### src/rtl/data_path.sv
// Datapath for the clock/timer controller: fast counter s, slow counter y,
// the y_inc rollover flag back to the FSM and a registered y wrap pulse.
module data_path #(
  parameter int unsigned SW     = 3,
  parameter int unsigned YW     = 4,
  parameter int unsigned S_WRAP = 3
) (
  input  logic          clk,
  input  logic          rst,
  input  logic [YW-1:0] x,
  input  logic          s_en,
  input  logic          s_add,
  input  logic [1:0]    s_step,
  input  logic          s_zero,
  input  logic          y_en,
  input  logic          y_store_x,
  input  logic [1:0]    y_select_next,
  output logic          y_inc,
  output logic [SW-1:0] s,
  output logic [YW-1:0] y,
  output logic          y_carry
);

  localparam logic [SW:0]   WRAP_W   = (SW+1)'(S_WRAP);
  localparam logic [SW-1:0] S_LAST   = SW'(S_WRAP - 1);
  localparam logic [YW-1:0] Y_MAX    = '1;

  localparam logic [1:0] Y_HOLD = 2'd0;
  localparam logic [1:0] Y_INC  = 2'd1;
  localparam logic [1:0] Y_DEC  = 2'd2;
  localparam logic [1:0] Y_CLR  = 2'd3;

  logic [SW-1:0] s_q, s_d;
  logic [YW-1:0] y_q, y_d;
  logic          y_carry_q, y_carry_d;

  logic [SW-1:0] s_base;
  logic [SW:0]   s_sum;
  logic [SW:0]   s_sum_wrapped;

  always_comb begin
    s_base        = s_zero ? '0 : s_q;
    s_sum         = {1'b0, s_base} + (SW+1)'(s_step);
    s_sum_wrapped = s_sum - WRAP_W;
    s_d           = s_q;
    if (s_en) begin
      if (s_add) begin
        // Only one subtraction of the modulus; out-of-range s is not corrected further
        s_d = (s_sum >= WRAP_W) ? s_sum_wrapped[SW-1:0] : s_sum[SW-1:0];
      end else begin
        s_d = s_base - SW'(s_step);
      end
    end
  end

  always_comb begin
    y_d       = y_q;
    y_carry_d = 1'b0;
    if (y_en) begin
      if (y_store_x) begin
        y_d = x;
      end else begin
        unique case (y_select_next)
          Y_HOLD: y_d = y_q;
          Y_INC: begin
            y_d       = y_q + 1'b1;
            y_carry_d = (y_q == Y_MAX);
          end
          Y_DEC: begin
            y_d       = y_q - 1'b1;
            y_carry_d = (y_q == '0);
          end
          Y_CLR: y_d = '0;
          default: y_d = y_q;
        endcase
      end
    end
  end

  always_ff @(posedge clk or posedge rst) begin
    if (rst) begin
      s_q       <= '0;
      y_q       <= '0;
      y_carry_q <= 1'b0;
    end else begin
      s_q       <= s_d;
      y_q       <= y_d;
      y_carry_q <= y_carry_d;
    end
  end

  assign y_inc   = (s_q == S_LAST);
  assign s       = s_q;
  assign y       = y_q;
  assign y_carry = y_carry_q;

endmodule

### config.mk
export PLATFORM = sky130hd
export DESIGN_NAME = data_path
export DESIGN_NICKNAME = d
export VERILOG_FILES = /design/src/rtl/data_path.sv
export SDC_FILE = /design/constraint.sdc
export NUM_CORES = 1
export LEC_CHECK = 0
export ABC_AREA = 1
export BUFFER_PORTS_ARGS = -buffer_cell sky130_fd_sc_hd__clkbuf_2
export CAP_MARGIN = 20
export CORE_MARGIN = 4
export CORE_UTILIZATION = 44
export DETAILED_ROUTE_END_ITERATION = 10
export PLACE_DENSITY = 0.7
export SYNTH_ARGS = -nofsm -noshare
export SYNTH_HDL_FRONTEND = slang
export SYNTH_SLANG_ARGS = --single-unit
### constraint.sdc
create_clock -name clk -period 2.44 [get_ports clk]
set_clock_uncertainty 0.15 [all_clocks]
set_input_delay 0.244 -clock clk [delete_from_list [all_inputs] [get_ports clk]]
set_output_delay 0.244 -clock clk [all_outputs]
set_load 0.1 [all_outputs]
After elaboration in Yosys (flattened, before gate mapping)
Cells that the tools add are included.
- add/subtract/negate cells: 5
- multiply operators: 0
- divide/modulo/power cells: 0
- order comparisons: 1
- equal/unequal tests: 6
- shifts and indexed selects: 0
- mux-type cells: 8
- bitwise logic cells: 0
- reduce and logical (&&, ||, !) cells: 3
- operators by type and width (cell ; number):
    $pmux 4 s3 ; 1
    $mux 3 ; 3
    $add 3x2->4 ; 1
    $add 4x1->4 const B ; 1
    $eq 2x2->1 const B ; 2
    $eq 4x4->1 const B ; 1
    $ge 4x2->1 const B ; 1
    $logic_not 4->1 ; 1
    $mux 4 ; 1
    $sub 4x1->4 const B ; 1
    $eq 3x2->1 const B ; 1
    $sub 3x2->3 ; 1
    $sub 3x2->3 const B ; 1
    $eq 2x1->1 const B ; 1
    $logic_not 2->1 ; 1
    $mux 1 ; 2
    $ne 2x2->1 const B ; 1
    $pmux 1 s2 ; 1
    $reduce_and 2->1 ; 1
- register bits after elaboration: 8
- latch bits: 0
- bits in writable memories: 0
- bits in read-only memories: 0
- memories: 0

Longest topological paths before layout
Gate-level depths: netlist of the first run.
- depth after elaboration: 5
- mapped depth: 15

Worst setup path after synthesis of the first run
No wires, ideal clock.
- kind: register -> output
- start point: register s_q[1] (netlist: s[1])
- end point: output port y_inc
- arrival: 2.350 ns
- required time: 2.046 ns
- setup slack: -0.304 ns
- cell stages (with the launch flop): 3
- cells stage by stage: dfrtp_1 -> nand2_1 -> nor2_1
- longest elaborated chain between the ends: 1
- RTL lines (item ; line ; source):
    from (decl) ; 33 ; logic [SW-1:0] s_q, s_d;
    from (signal assigned) ; 82 ; s_q <= '0;
    from (signal assigned) ; 86 ; s_q <= s_d;
    $eq 3x2->1 ; 92 ; assign y_inc = (s_q == S_LAST);
    to (decl) ; 18 ; output logic y_inc,
Every way passes these cells.

Final worst setup path of the first run
- start point: register s_q[1] (netlist: s[1])
- end point: register s_q[0] (netlist: s[0])
- longest elaborated chain between the ends: 5
- RTL lines (item ; line ; source):
    $mux 3 ; 42 ; s_base = s_zero ? '0 : s_q;
    $add 3x2->4 ; 43 ; s_sum = {1'b0, s_base} + (SW+1)'(s_step);
    $ge 4x2->1 ; 49 ; s_d = (s_sum >= WRAP_W) ? s_sum_wrapped[SW-1:0] : s_sum[SW-1:0];
    $mux 3 ; 49 ;
    $mux 3 ; 47 ; if (s_add) begin
Every way passes these cells.
A chain may end at the register's enable or synchronous reset.

==> results of run 1 <==
power by group through the flow:
stage,Clock (W),Combinational (W),Sequential [W]
2_1_floorplan,0,0.000205,0.000364
3_3_place_gp,0,0.000453,0.000195
3_5_place_dp,0,0.000466,0.000196
4_1_cts,0.000112,0.000468,0.000194
5_1_grt,0.000121,0.000505,0.000198
6_report,0.000106,0.000463,0.000194
tightest hold or removal path, cell delays in order:
cell      delay [ns]
clkbuf_2        0.08
nand2_1         0.05
a31oi_1         0.07
timing repair:
item | in CTS | in global routing
buffers inserted | 0 | 0
endpoints found under the setup margin | 0 | 0
hold buffers | 1 | 0
endpoints found under the hold margin | 8 | 0
gates resized for setup | 0 | 0
per-stage QoR:
step	util [%]	area, µm²
floorplan	-	790
global placement	54.8	936
detailed placement	54.8	936
CTS	56.9	972
global route	56.9	972
finish	56.9	972
final cells by class:
class                           instances  area (µm²)
Clock buffer                            4        26.3
Fill cell                             167         736
Timing Repair Buffer                   24         125
Tap cell                               25        31.3
Multi-Input combinational cell         76         505
Sequential cell                         8         201
Inverter                               22        82.6
final timing paths:
path                       startpoint  endpoint  slack, ns
max                              s[1]      s[0]       0.43
min                              x[0]      y[0]       0.08
max reg2reg                      s[1]      s[0]       0.43
min reg2reg                      s[0]      s[0]       0.38
max in group asynchronous         rst      s[1]       1.58
min in group asynchronous         rst      y[0]       0.31
sequential cells by signal, indices dropped and copies added, names as in the netlist:
| name | flops |
|---|---|
| y_carry | 1 |
| s | 3 |
| y | 4 |
kinds of logic (layout without fill, tap and decap cells):
family / after synthesis / after routing / share of synthesized area, %
AO/OA/AOI/OAI: 16 / 16 / 13.4
XOR/XNOR: 3 / 3 / 3.34
adder cells (fa/ha/maj): 12 / 12 / 20.1
buffers and inverters: 22 / 50 / 10.5
flip-flops: 8 / 8 / 25.5
AND/OR/NAND/NOR: 45 / 45 / 27.2
routing by layer:
metal | wire length [µm] | share of wire [%] | track usage (%)
met4 | 10 | 0.60 | 4.61
met5 | 0 | 0 | 0
met1 | 735 | 44 | 18.5
met3 | 72 | 4.3 | 3.26
met2 | 859 | 51 | 28.7
cell usage after synthesis:
library cell   n
o21ai_1        1
nand2_2        5
clkinv_1       2
xnor2_1        2
nand3_2        3
o21ai_2        1
inv_2          4
inv_1         16
a31oi_1        4
nor3_1         1
nand4_1        1
a41oi_1        1
fa_1           1
a21oi_1        5
dfrtp_1        8
ha_1          11
nor2_1        11
o21bai_1       1
nand2_1       16
a22oi_1        1
a21oi_2        2
xor2_1         1
nand3_1        8
==> results.yml, run 1 <==
timing:
  max_freq_mhz: 497
  worst_slew_pin_slew_ns: 0.551
  hold_viol: 0
  holdWs_ns: 0.0768
  setup_viol: 0
  fin_setup_tns_ns: 0
  min_period_over_period_pct: 82.4
  fin_ws_ns: 0.430
  relSlewSlack_pct: 63.4
  finalMaxSlewViolations: 0
  finalCriticalPeriod_ns: 2.01
  rsz0062_at_grt: "no"
setup_path:
  crit_path_top_delay_cell: "dfrtp_2"
  arrival_ns: 2.00
  ff2ff_path_depth: 12
  cp-end-kind: "flop"
  worst_setup_path_start_kind: "flop"
  path_common_cell: "nand2_1"
  cp_data_required_time_ns: 2.43
  path_delay_family: "simple AND/OR/NAND/NOR gates"
  critPathMaxStageDelay_ns: 0.44
  cp_cell_sequence: "nand2_1, nand2_1, nand2_1, inv_1, ha_1, ha_1, clkinv_1, nand3_2, nand2_1, nand2_1, nand3_1, o21ai_2"
  cp.depth: 12
  cp_max_fo: 5
  cp_num_buf_inv: 2
  critical_path_class: "reg -> reg"
drt:
  wl_mm: 1.68
  routed_via_density: 4.79
  vias: 762
  drc: 0
  routedWlPerCell_um: 10.5
  firstDrtPassIters: 4
  initialDrtViolationCount: 7
  postRouteAntennaNets: 0
layout:
  stdcell_count: 159
  area_growth_pct: 23.7
  layout-drive-gt1-share_pct: 32.1
  layout_common_cells: "clkbuf_2 (23), inv_1 (16), nand2_1 (16)"
  finalNetCount: 162
  antenna_cells: 0
  final_common_cell: "clkbuf_2"
yosys:
  syn_area_um2: 786
  synthDistinctLibCells: 23
  synth_seq_area_share_pct: 25.5
  netlist_instances: 106
  ys.warnings.count: 0
  synth_top_cell_by_area: "dfrtp_1"
  synth_seq_cells: 8
  avgSynthCellArea_um2: 7.41
  synth_area_leaders: "dfrtp_1 (25%), ha_1 (18%), inv_1 (7.6%)"
  syn_nets: 133
  netlist.area_leader.share_pct: 25.5
grt:
  grt_first_pass_wirelength_mm: 3.17
  grt_pass1_vias: 769
  grt_use_total_pct: 15.9
  overflow: 0
  antenna_found_initial: 0
  grt_max_degree: 9
clock_tree:
  clk_latency_ns: 0.25
  cts_tree: "done"
  htree_levels: 1
  path_clk_slew_ns: 0.06
  clock-sinks: 8
  root_buffer: "clkbuf_4"
  cts_buffer_depth: 2
  cts_buffers: 3
power:
  switching_share_pct: 56.1
  power.leakage_nw: 0.547
  p_int_w: 0.000335
  ir_worst_vdd_v: 0.000443
  p_clk_share_pct: 13.9
  comb_power_share_pct: 60.7
  powerDensity_nw_per_um2: 785
  seq_power_share_pct: 25.4
  p_switching_w: 0.000428
  power_w: 0.000763
die:
  fp.coreArea_um2: 1710
  placementRows: 15
  ios: 24
  start_util_pct: 46.0
  die_w_um: 50.3
  die_h_um: 50.3
  die_area_um2: 2530
min_path:
  min_path_cells: 3
  hold_class: "in -> reg"
placement:
  placed_cells: 154
  io_buffers: 23
  gp_congestion: 0.769
  place_hpwl_mm: 1.46
  post-place-ws_ns: 0.432
flow_run:
  drv_cap: 0
run_status:
  status: "finished clean"
Note: power is estimated with default switching activity, not from simulation.
==> run 2, diff against run 1 <==
- clock period: 2.44 -> 1.9 ns (I/O delays scaled with it)
==> results.yml, run 2 (synthesis results as in run 1) <==
run_status:
  status: "finished clean"
timing:
  hold_viol: 0
  min_period_over_period_pct: 95.7
  setup_viol: 0
  fin_ws_ns: 0.0821
  worst_slew_pin_slew_ns: 0.543
  finalCriticalPeriod_ns: 1.82
  relSlewSlack_pct: 63.9
  finalMaxSlewViolations: 0
  max_freq_mhz: 550
layout:
  finalNetCount: 164
  antenna_cells: 0
  largest_reg_flops: 4
  layout_common_cells: "clkbuf_2 (22), inv_1 (15), nand2_1 (12)"
  final_common_cell: "clkbuf_2"
  layout-drive-gt1-share_pct: 46.7
  area_growth_pct: 40.1
  fin_util_pct: 64.5
clock_tree:
  root_buffer: "clkbuf_4"
  cts_buffers: 3
  cts_tree: "done"
  clk_latency_ns: 0.25
  clock-sinks: 8
  cts_buffer_depth: 2
  path_clk_slew_ns: 0.06
  htree_levels: 1
min_path:
  min-delay-start: "x[2]"
  hold_class: "in -> reg"
drt:
  routed_via_density: 4.87
  postRouteAntennaNets: 0
  routedWlPerCell_um: 10.9
  firstDrtPassIters: 4
  drc: 0
  initialDrtViolationCount: 7
  wl_mm: 1.74
  vias: 779
power:
  powerDensity_nw_per_um2: 976
  power_w: 0.00107
  ir_worst_vdd_v: 0.000618
  power.leakage_nw: 0.570
setup_path:
  arrival_ns: 1.81
  cp_max_fo: 4
  critical_path_class: "reg -> reg"
  worst_setup_path_start_kind: "flop"
  cp-end-kind: "flop"
  startpoint: "s[0]"
  reg2reg_from: "s[0]"
  cp_data_required_time_ns: 1.89
flow_run:
  drv_cap: 0
placement:
  post-place-ws_ns: 0.0500
  place_hpwl_mm: 1.45
  gp_congestion: 0.821
  io_buffers: 23
die:
  die_w_um: 50.3
  fp.coreArea_um2: 1710
  start_util_pct: 46.0
  placementRows: 15
  die_area_um2: 2530
  ios: 24
  die_h_um: 50.3
grt:
  grt_max_degree: 9
  grt_use_total_pct: 16.5
  grt_pass1_vias: 786
  overflow: 0
  grt_first_pass_wirelength_mm: 3.26
  antenna_found_initial: 0
run 2: what timing repair did:
action,CTS,global route
endpoints found under the hold margin,8,0
setup endpoints to repair,0,3
hold buffers,1,0
resized for setup,0,8
setup buffers,0,2
run 2: critical path, stage by stage (launching register included):
cell and delay [ns]:
dfrtp_4 0.48, inv_4 0.08, nor2_4 0.04, ha_4 0.16, ha_4 0.28, ha_4 0.15, clkinv_4 0.06, nand3_4 0.07
nand3_1 0.09, nand3_2 0.09, o21ai_2 0.05
run 2: layout make-up:
class	instances	area [µm²]
timing repair buffer	26	143
inverter	22	91.3
tap	25	31.3
multi-input combinational	76	601
sequential	8	213
clock buffer	3	22.5
fill	158	607
run 2: path summary, 6_finish.rpt:
check / end / slack (ns) / cells after the start
max: s[0] / 0.08 / 10
min: y[2] / 0.009 / 3
max reg2reg: s[0] / 0.08 / 10
min reg2reg: y[2] / 0.46 / 2
max in group asynchronous: s[1] / 1.09 / 3
min in group asynchronous: s[0] / 0.26 / 3
run 2: layer usage:
| metal | track usage (%) | wire length [µm] |
|---|---|---|
| met1 | 20.0 | 769 |
| met5 | 0 | 0 |
| met3 | 2.67 | 108 |
| met2 | 29.1 | 843 |
| met4 | 5.53 | 15 |
run 2: power by group:
part           internal [W]  leakage [nW]  switching [W]
clock             0.0000723        0.0138      0.0000579
combinational      0.000203         0.468       0.000478
sequential         0.000211        0.0887      0.0000514
total              0.000487         0.570       0.000588
run 2: stage by stage:
step	hold slack (ns)	TNS [ns]	std cells	instance area, µm²
2_1_floorplan	-0.145	-0.0451	106	877
3_3_place_gp	-0.0334	0	154	1030
3_5_place_dp	-0.0319	0	154	1030
4_1_cts	0.0125	0	158	1060
5_1_grt	0.0257	-0.00901	160	1100
6_report	0.00881	0	160	1100
